$ cat src/rtl/branch_resolve_unit.sv
`default_nettype none
// ============================================================================
// Module   : branch_resolve_unit
// Purpose  : Resolves control-flow instructions leaving fetch. Conditional
//            branches (BEQ/BNE/BLTZ) wait for their operands, are evaluated,
//            and, when taken, produce a one-cycle redirect pulse followed by
//            a programmable flush window. JAL redirects unconditionally on
//            the cycle after acceptance. Keeps saturating branch statistics
//            and a sticky operand-timeout error.
// Ports    : clk, reset               - clock / synchronous active-high reset
//            instr_valid, instr,      - instruction from fetch (decoded only
//            instr_pc                   while idle; pc is debug-only)
//            operand_valid, rs1_data, - branch operands from register read
//            rs2_data
//            beq, bneq, bltz, jump    - mutually exclusive redirect pulses
//            imm_address              - B-type offset, sign-extended to 16b
//            imm_address_jump         - J-type offset, sign-extended to 32b
//            flush, stall_fetch, busy - pipeline control / status
//            branch_count,taken_count - saturating statistics
//            error                    - sticky operand timeout
// Revision : 1.0 - initial release
// ============================================================================
module branch_resolve_unit #(
    parameter int FLUSH_CYCLES    = 2,
    parameter int OPERAND_TIMEOUT = 8
) (
    input  logic        clk,
    input  logic        reset,
    input  logic        instr_valid,
    input  logic [31:0] instr,
    input  logic [31:0] instr_pc,
    input  logic        operand_valid,
    input  logic [31:0] rs1_data,
    input  logic [31:0] rs2_data,
    output logic        beq,
    output logic        bneq,
    output logic        bltz,
    output logic        jump,
    output logic [15:0] imm_address,
    output logic [31:0] imm_address_jump,
    output logic        flush,
    output logic        stall_fetch,
    output logic        busy,
    output logic [15:0] branch_count,
    output logic [15:0] taken_count,
    output logic        error
);

    typedef enum logic [1:0] {
        S_IDLE     = 2'd0,
        S_WAIT_OPS = 2'd1,
        S_REDIRECT = 2'd2,
        S_FLUSH    = 2'd3
    } state_t;

    localparam logic [6:0]  c_OP_BRANCH  = 7'b1100011;
    localparam logic [6:0]  c_OP_JAL     = 7'b1101111;
    localparam logic [2:0]  c_F3_BEQ     = 3'b000;
    localparam logic [2:0]  c_F3_BNE     = 3'b001;
    localparam logic [2:0]  c_F3_BLTZ    = 3'b100;
    localparam logic [3:0]  c_FLUSH_LAST = 4'(FLUSH_CYCLES - 1);
    localparam logic [7:0]  c_TMO_LAST   = 8'(OPERAND_TIMEOUT - 1);
    localparam logic [15:0] c_CNT_MAX    = 16'hFFFF;
    localparam logic        c_HAS_FLUSH  = (FLUSH_CYCLES > 1);

    state_t      r_state;
    state_t      w_state_next;

    // One-hot {beq, bne, bltz} of the branch waiting for operands
    logic [2:0]  r_br_sel;
    logic [7:0]  r_tmo_cnt;
    logic [3:0]  r_flush_cnt;

    logic [6:0]  w_opcode;
    logic [2:0]  w_funct3;
    logic [2:0]  w_dec_sel;
    logic        w_dec_br;
    logic        w_dec_jal;
    logic        w_accept;
    logic [15:0] w_b_off;
    logic [31:0] w_j_off;
    logic        w_taken;
    logic [3:0]  w_pulse_next;
    logic        w_branch_resolved;
    logic        w_timeout;

    // ------------------------------------------------------------------
    // Decode
    // ------------------------------------------------------------------
    assign w_opcode  = instr[6:0];
    assign w_funct3  = instr[14:12];
    assign w_dec_sel = {w_funct3 == c_F3_BEQ, w_funct3 == c_F3_BNE, w_funct3 == c_F3_BLTZ};
    assign w_dec_br  = instr_valid && (w_opcode == c_OP_BRANCH) && (|w_dec_sel);
    assign w_dec_jal = instr_valid && (w_opcode == c_OP_JAL);
    assign w_accept  = (r_state == S_IDLE) && (w_dec_br || w_dec_jal);

    assign w_b_off = {{3{instr[31]}}, instr[31], instr[7], instr[30:25], instr[11:8], 1'b0};
    assign w_j_off = {{11{instr[31]}}, instr[31], instr[19:12], instr[20], instr[30:21], 1'b0};

    // Condition of the pending branch; BLTZ looks only at the sign of rs1
    assign w_taken = |(r_br_sel & {rs1_data == rs2_data,
                                   rs1_data != rs2_data,
                                   rs1_data[31]});

    // ------------------------------------------------------------------
    // Next-state and redirect decision
    // ------------------------------------------------------------------
    always_comb begin
        w_state_next      = r_state;
        w_pulse_next      = 4'b0000;
        w_branch_resolved = 1'b0;
        w_timeout         = 1'b0;
        case (r_state)
            S_IDLE: begin
                if (w_dec_jal) begin
                    w_state_next = S_REDIRECT;
                    w_pulse_next = 4'b0001;
                end else if (w_dec_br) begin
                    w_state_next = S_WAIT_OPS;
                end
            end
            S_WAIT_OPS: begin
                // Operands arriving on the last allowed cycle still win
                // over the timeout.
                if (operand_valid) begin
                    w_branch_resolved = 1'b1;
                    if (w_taken) begin
                        w_state_next = S_REDIRECT;
                        w_pulse_next = {r_br_sel, 1'b0};
                    end else begin
                        w_state_next = S_IDLE;
                    end
                end else if (r_tmo_cnt == c_TMO_LAST) begin
                    w_timeout    = 1'b1;
                    w_state_next = S_IDLE;
                end
            end
            S_REDIRECT: begin
                w_state_next = c_HAS_FLUSH ? S_FLUSH : S_IDLE;
            end
            S_FLUSH: begin
                // r_flush_cnt counts flush cycles already spent, the
                // redirect cycle included.
                if (r_flush_cnt == c_FLUSH_LAST) begin
                    w_state_next = S_IDLE;
                end
            end
            default: begin
                w_state_next = S_IDLE;
            end
        endcase
    end

    // ------------------------------------------------------------------
    // State and registered outputs. Outputs are computed from the next
    // state so they line up with the state they describe while remaining
    // flop outputs.
    // ------------------------------------------------------------------
    always_ff @(posedge clk) begin
        if (reset) begin
            r_state          <= S_IDLE;
            r_br_sel         <= 3'b000;
            r_tmo_cnt        <= 8'd0;
            r_flush_cnt      <= 4'd0;
            beq              <= 1'b0;
            bneq             <= 1'b0;
            bltz             <= 1'b0;
            jump             <= 1'b0;
            imm_address      <= 16'd0;
            imm_address_jump <= 32'd0;
            flush            <= 1'b0;
            stall_fetch      <= 1'b0;
            busy             <= 1'b0;
            branch_count     <= 16'd0;
            taken_count      <= 16'd0;
            error            <= 1'b0;
        end else begin
            r_state                 <= w_state_next;
            {beq, bneq, bltz, jump} <= w_pulse_next;
            flush       <= (w_state_next == S_REDIRECT) || (w_state_next == S_FLUSH);
            stall_fetch <= (w_state_next == S_WAIT_OPS);
            busy        <= (w_state_next != S_IDLE);

            if (w_accept) begin
                imm_address      <= w_b_off;
                imm_address_jump <= w_j_off;
                r_br_sel         <= w_dec_sel;
            end

            r_tmo_cnt   <= (r_state == S_WAIT_OPS) ? r_tmo_cnt + 8'd1 : 8'd0;
            r_flush_cnt <= ((r_state == S_REDIRECT) || (r_state == S_FLUSH))
                           ? r_flush_cnt + 4'd1 : 4'd0;

            if (w_branch_resolved && (branch_count != c_CNT_MAX)) begin
                branch_count <= branch_count + 16'd1;
            end
            // Counted on entry to REDIRECT so it is visible with the pulse
            if ((|w_pulse_next) && (taken_count != c_CNT_MAX)) begin
                taken_count <= taken_count + 16'd1;
            end
            if (w_timeout) begin
                error <= 1'b1;
            end
        end
    end

endmodule
`default_nettype wire

$ cat config.mk
export PLATFORM = sky130hd
export DESIGN_NAME = branch_resolve_unit
export DESIGN_NICKNAME = d
export VERILOG_FILES = /design/src/rtl/branch_resolve_unit.sv
export SDC_FILE = /design/constraint.sdc
export NUM_CORES = 1
export LEC_CHECK = 0
export CAP_MARGIN = 40
export CORE_MARGIN = 4
export CORE_UTILIZATION = 40
export CTS_BUF_LIST = sky130_fd_sc_hd__clkbuf_4 sky130_fd_sc_hd__clkbuf_8
export CTS_CLUSTER_DIAMETER = 60
export DETAILED_ROUTE_END_ITERATION = 16
export PLACE_DENSITY = 0.95
export SLEW_MARGIN = 0
export SYNTH_ARGS = -nofsm -noshare
export SYNTH_HDL_FRONTEND = slang
export SYNTH_SLANG_ARGS = --single-unit
$ cat constraint.sdc
create_clock -name clk -period 2.7 [get_ports clk]
set_input_delay 0.27 -clock clk [delete_from_list [all_inputs] [get_ports clk]]
set_output_delay 0.27 -clock clk [all_outputs]
set_load 0.01 [all_outputs]
==> metrics.cfg, run 1 <==
[grt]
grt.busiest_layer = met2
grtUsageMet2_pct = 35.3
grt_max_degree = 45
use_met3_pct = 7.10
grt-ovfl-total = 0
grt_pass1_wl_mm = 17.4
grt_use_met1_pct = 19.4
grtUsageTotal_pct = 18.9
antenna_found_initial = 0
first_global_vias = 3830

[clock_network]
cts_setup_buffers = 0
cts_buffer_depth = 2
htree_levels = 3
path_clk_slew_ns = 0.08
hold_buffers = 0
cts-resized-gates = 0
clock-sinks = 81
numCtsBuffers = 9
cts_root_buf = clkbuf_8
clock_latency_ns = 0.35
cts_tree = yes

[critical_path]
required_ns = 2.96
worstReg2RegEnd = taken_count[10]$_SDFFE_PP0P_
worstRegToRegCells = 6
cp.arrival_ns = 2.64
setup.worst_path.start = rs2_data[11]
timing_worst_setup_path_type = primary input to flop
end_kind = flop
critPathMaxFanout = 11
reg2reg_from = flush$_SDFF_PP0_
crit_path_start_kind = primary input
r2r_slack_ns = 0.40

[route]
first_iter_violations = 153
routed_via_density = 4.97
num_vias = 3646
avgRoutedWirePerCell_um = 14.9
routed_wl_mm = 10.9
drc_errors = 0
first_pass_iters = 4
ant_nets = 0

[finish]
final_common_cell = clkdlybuf4s50_1
drive_gt1_share_pct = 5.95
finalNetCount = 737
area_growth_syn_to_layout_pct = 52.8
antenna_cells = 0
fin_area_sq_um = 5960
most-common-layout-cells = clkdlybuf4s50_1, dfxtp_1, nor2_1, xor2_1, mux2i_1

[placed_design]
placed_cell_area_sq_um = 5750
portBuffers = 185
dp_slack_ns = -0.0622
post-dp-hpwl_mm = 8.66
gp_congestion = 0.825

[die]
core_sq_um = 9370
start_util_pct = 41.6
die_area_sq_um = 11400
die_w_um = 107
io_pins = 220
dieHeight_um = 107
num_rows = 35

[yosys]
yosysSeqAreaShare_pct = 41.6
synth_seq_cells = 81
synth_area_per_cell_sq_um = 9.03
synthesis.area_sq_um = 3900
synth_edf_count = 0
async_reset_ff_share_pct = 0
yosysWarningCount = 0
ys.flop_type = dfxtp_1
netlist_instances = 432
ys_types = 48

[sta]
finalHoldViolations = 0
tightest_slew_ns = 0.770
relSlewSlack_pct = 48.7
max_freq_mhz = 421
period_share_pct = 88.0
rsz0062_at_grt = no
fin_tns_setup_ns = 0
drv_slew = 0
finalWorstSetupSlack_ns = 0.324
fin_worst_skew_ns = 0.0109
fin_crit_ns = 2.38
finalSetupViolCount = 0

[job]
maxCapViolCount = 0

[min_path]
min_path_type = flop to flop
hold_start = r_tmo_cnt[0]$_SDFF_PP0_
whs_path_depth = 1
holdPathEnd = r_tmo_cnt[0]$_SDFF_PP0_

[pwr]
p_leak_nw = 2.08
ir_drop_mv = 0.288
pwr_density_cell_nw_per_um2 = 394

[status]
status = finished, final reports clean

[critical path, stage by stage]
cell             delay [ns]
clkdlybuf4s50_1        0.42
xor2_1                 0.16
nor4_1                 0.30
nand4_1                0.25
o221ai_2               0.27
o211ai_4               0.17
buf_4                  0.19
or4_1                  0.41
a21oi_1                0.19
[metrics by stage]
step,total power [mW],utilization [%],hold slack [ns],instances
after floorplan,1.29,-,0.413,433
after global placement,1.45,61.3,0.426,718
after detailed placement,1.46,61.3,0.435,718
after CTS,2.37,63.6,0.452,734
after global routing,2.43,63.6,0.480,734
final,2.35,63.6,0.449,734
[synthesized netlist by cell type, types with 2 or more instances]
cell type	number	area [sq um]
nor3_1	6	30.0
o21ai_1	6	30.0
clkbuf_1	9	33.8
a21oi_1	17	85.1
nor2b_1	3	18.8
buf_2	4	20.0
o31ai_1	7	52.6
mux2i_1	29	290
and2_1	5	31.3
a31oi_1	2	12.5
xor2_1	49	429
nand4_1	9	56.3
xnor2_1	5	43.8
nor4_1	10	62.6
nand2_1	16	60.1
or3_1	7	43.8
and3_1	5	31.3
or4_1	7	52.6
o21ai_0	3	15.0
buf_4	23	173
nand3_1	22	110
ha_1	5	62.6
dfxtp_1	81	1620
nor2_1	69	259
inv_1	8	30.0
nand2b_1	2	12.5
and4_1	2	17.5
[cell families (layout without fill, tap and decap cells)]
group                    count (synthesis)  count (layout)  synth area share (%)
flip-flops                              81              81                  41.6
AND/OR/NAND/NOR                        171             171                  21.8
AO/OA/AOI/OAI                           43              43                  7.28
other                                    1               2                0.0962
XOR/XNOR                                54              54                  12.1
buffers and inverters                   46             218                  7.38
adder cells (fa/ha/maj)                  5               5                  1.60
multiplexers                            31              31                  8.12
[sequential cells by signal (all words and copies together), names as in the netlist, 3 cells and up]
name              cells
r_tmo_cnt             8
taken_count          16
r_flush_cnt           4
branch_count         16
imm_address           5
imm_address_jump     20
r_br_sel              3
[worst max-delay path by stage]
stage,cells past startpoint,end
global placement,9,taken_count[1]$_SDFFE_PP0P_
floorplan,8,taken_count[7]$_SDFFE_PP0P_
detailed placement,9,taken_count[10]$_SDFFE_PP0P_
CTS,9,taken_count[10]$_SDFFE_PP0P_
finish,9,taken_count[10]$_SDFFE_PP0P_
global route,9,taken_count[10]$_SDFFE_PP0P_
[report_power, final]
part           internal (mW)  switching, mW
clock                  0.469          0.445
combinational          0.159         0.0761
sequential              1.20        0.00172
[final cells by class]
type                       count  area (sq um)
clock buffer                  11           145
clock inverter                 5          65.1
fill                         777          3410
inverter                       8          30.0
multi-input combinational    306          2010
sequential                    81          1620
tap                          129           161
timing repair buffer         194          1930
[metal layers]
metal	share of wire, %	wire, um	vias up
met5	0	0	-
met4	1.6	171	0
met3	9.6	1050	16
met2	51	5600	159
met1	37	4090	1672
li1	-	-	1799
(Power assumes the default switching activity.)
==> run 2, diff against run 1 <==
--- a/config.mk
+++ b/config.mk
@@ -11,7 +11,9 @@
 export CTS_BUF_LIST = sky130_fd_sc_hd__clkbuf_4 sky130_fd_sc_hd__clkbuf_8
 export CTS_CLUSTER_DIAMETER = 60
 export DETAILED_ROUTE_END_ITERATION = 16
-export PLACE_DENSITY = 0.95
+export PLACE_DENSITY = 0.83
+export RECOVER_POWER = 25
+export SETUP_SLACK_MARGIN = 0.15
 export SLEW_MARGIN = 0
 export SYNTH_ARGS = -nofsm -noshare
 export SYNTH_HDL_FRONTEND = slang
==> run 2 against run 1 <==
Net effect:
- count of clock-buffer cells in the layout shrank 2
- sequential share of layout area is essentially flat
- register-to-register slack lost 0.11 ns
- setup slack lost 0.084 ns
- flip-flop and latch count is the same
- clock power shrank 2.4%
- via count shrank 0.74%
- non-clock buffer count grew 2
- critical path depth is the same
- clock skew grew 0.00094 ns
- wire length shrank 2.8%
- largest power group unchanged
==> metrics.cfg, run 2 (same netlist as run 1, synthesis figures left out) <==
[status]
status = finished, final reports clean

[finish]
regMostFlops = imm_address_jump
largest_reg_flops = 20  ; unchanged
fin_util_pct = 63.6  ; about the same
most-common-layout-cells = clkdlybuf4s50_1, dfxtp_1, nor2_1, xor2_1, mux2i_1
drive_gt1_share_pct = 5.77  ; -0.18 points
regArea_sq_um = 1620  ; unchanged
final_common_cell = clkdlybuf4s50_1
antenna_cells = 0  ; unchanged
top_regs = imm_address_jump (20), branch_count (16), taken_count (16)
fillers = 795  ; +2.3%
multiInputGateArea_sq_um = 2010  ; unchanged
area_growth_syn_to_layout_pct = 52.7  ; about the same
finalNetCount = 739  ; +0.27%

[clock_network]
path_clk_slew_ns = 0.09  ; about the same
cts_setup_buffers = 0  ; unchanged
cts_buffer_depth = 2  ; unchanged
clock_latency_ns = 0.35  ; about the same
cts_root_buf = clkbuf_8
cts_tree = yes
hold_buffers = 0  ; unchanged
numCtsBuffers = 9  ; unchanged
clock-sinks = 81  ; unchanged
htree_levels = 3  ; unchanged
cts-resized-gates = 0  ; unchanged

[sta]
max_freq_mhz = 407  ; -3.4%
finalWorstSetupSlack_ns = 0.241  ; -0.0836 ns
fin_tns_setup_ns = 0  ; unchanged
fin_worst_skew_ns = 0.0118  ; +0.000940 ns
relSlewSlack_pct = 22.1  ; -27 points
period_share_pct = 91.1  ; +3.1 points
finalSetupViolCount = 0  ; unchanged
drv_slew = 0  ; unchanged
tightest_slew_ns = 1.17  ; +0.398 ns
finalHoldViolations = 0  ; unchanged
fin_crit_ns = 2.46  ; +0.0836 ns
rsz0062_at_grt = no

[route]
num_vias = 3619  ; -0.74%
routed_wl_mm = 10.6  ; -2.8%
routed_via_density = 4.92  ; -1.0%
drc_errors = 0  ; unchanged
avgRoutedWirePerCell_um = 14.4  ; -3.1%
first_pass_iters = 4  ; unchanged
ant_nets = 0  ; unchanged
first_iter_violations = 101  ; -34%

[critical_path]
crit_path_start_kind = primary input
critPathMaxFanout = 10  ; -1
cp.arrival_ns = 2.73  ; +0.09 ns
end_kind = flop
r2r_slack_ns = 0.29  ; -0.11 ns
required_ns = 2.97  ; about the same
timing_worst_setup_path_type = primary input to flop

[placed_design]
post-dp-hpwl_mm = 8.19  ; -5.4%
portBuffers = 185  ; unchanged
gp_congestion = 0.826  ; +0.22%
dp_slack_ns = -0.123  ; -0.0612 ns

[min_path]
min_path_type = flop to flop

[die]
start_util_pct = 41.6  ; unchanged
die_area_sq_um = 11400  ; unchanged
dieHeight_um = 107  ; unchanged
io_pins = 220  ; unchanged
core_sq_um = 9370  ; unchanged
die_w_um = 107  ; unchanged
num_rows = 35  ; unchanged

[pwr]
pwr_density_cell_nw_per_um2 = 390  ; -1.0%
p_leak_nw = 2.15  ; +3.4%
ir_drop_mv = 0.375  ; +30%

[job]
maxCapViolCount = 0  ; unchanged

[grt]
grt-ovfl-total = 0  ; unchanged
antenna_found_initial = 0  ; unchanged
grt_pass1_wl_mm = 16.4  ; -5.8%
first_global_vias = 3564  ; -6.9%
grtUsageTotal_pct = 17.7  ; -1.2 points
grt_max_degree = 31  ; -31%

## run 2: critical path: stages
cell and delay, ns:
clkdlybuf4s50_1 0.41, xor2_1 0.16, nor4_1 0.32, nand4_1 0.25
o221ai_2 0.28, o211ai_4 0.18, buf_4 0.18, or4_1 0.49
a21oi_1 0.17
## run 2: final cells by class
type | instances | share of cell area, %
Timing Repair Buffer | 196 | 32.5
Clock buffer | 9 | 2.08
Inverter | 8 | 0.504
Clock inverter | 7 | 1.30
Sequential cell | 81 | 27.2
Multi-Input combinational cell | 306 | 33.7
Tap cell | 129 | 2.71
## run 2: metrics by stage
step	instance area, sq um	hold WS (ns)	std cells	total power, mW
2_1_floorplan	3900	0.413	433	1.29
5_1_grt	5960	0.478	736	2.42
3_3_place_gp	5740	0.425	717	1.45
6_report	5960	0.444	736	2.32
4_1_cts	5940	0.311	733	2.35
3_5_place_dp	5740	0.431	717	1.46
## run 2: worst paths after layout
path,endpoint,cells after the start,start
setup reg to reg,taken_count[14]$_SDFFE_PP0P_,6,r_state[0]$_SDFF_PP0_
hold reg to reg,r_tmo_cnt[0]$_SDFF_PP0_,1,r_tmo_cnt[0]$_SDFF_PP0_
hold / removal,r_tmo_cnt[0]$_SDFF_PP0_,1,r_tmo_cnt[0]$_SDFF_PP0_
setup / recovery,taken_count[14]$_SDFFE_PP0P_,9,rs2_data[11]
## run 2: metal layers
metal  wire (um)  vias to the layer above  global-route usage (%)
met4         108                        0                    4.84
met5           0                        -                       0
met2        5400                      136                    31.6
met1        4090                     1668                    19.3
li1            -                     1807                       -
met3        1020                        8                    7.28
## run 2: where the power goes
group          switching (mW)  internal, mW
clock                   0.460         0.433
combinational          0.0742         0.158
sequential            0.00165          1.20
total                   0.536          1.79
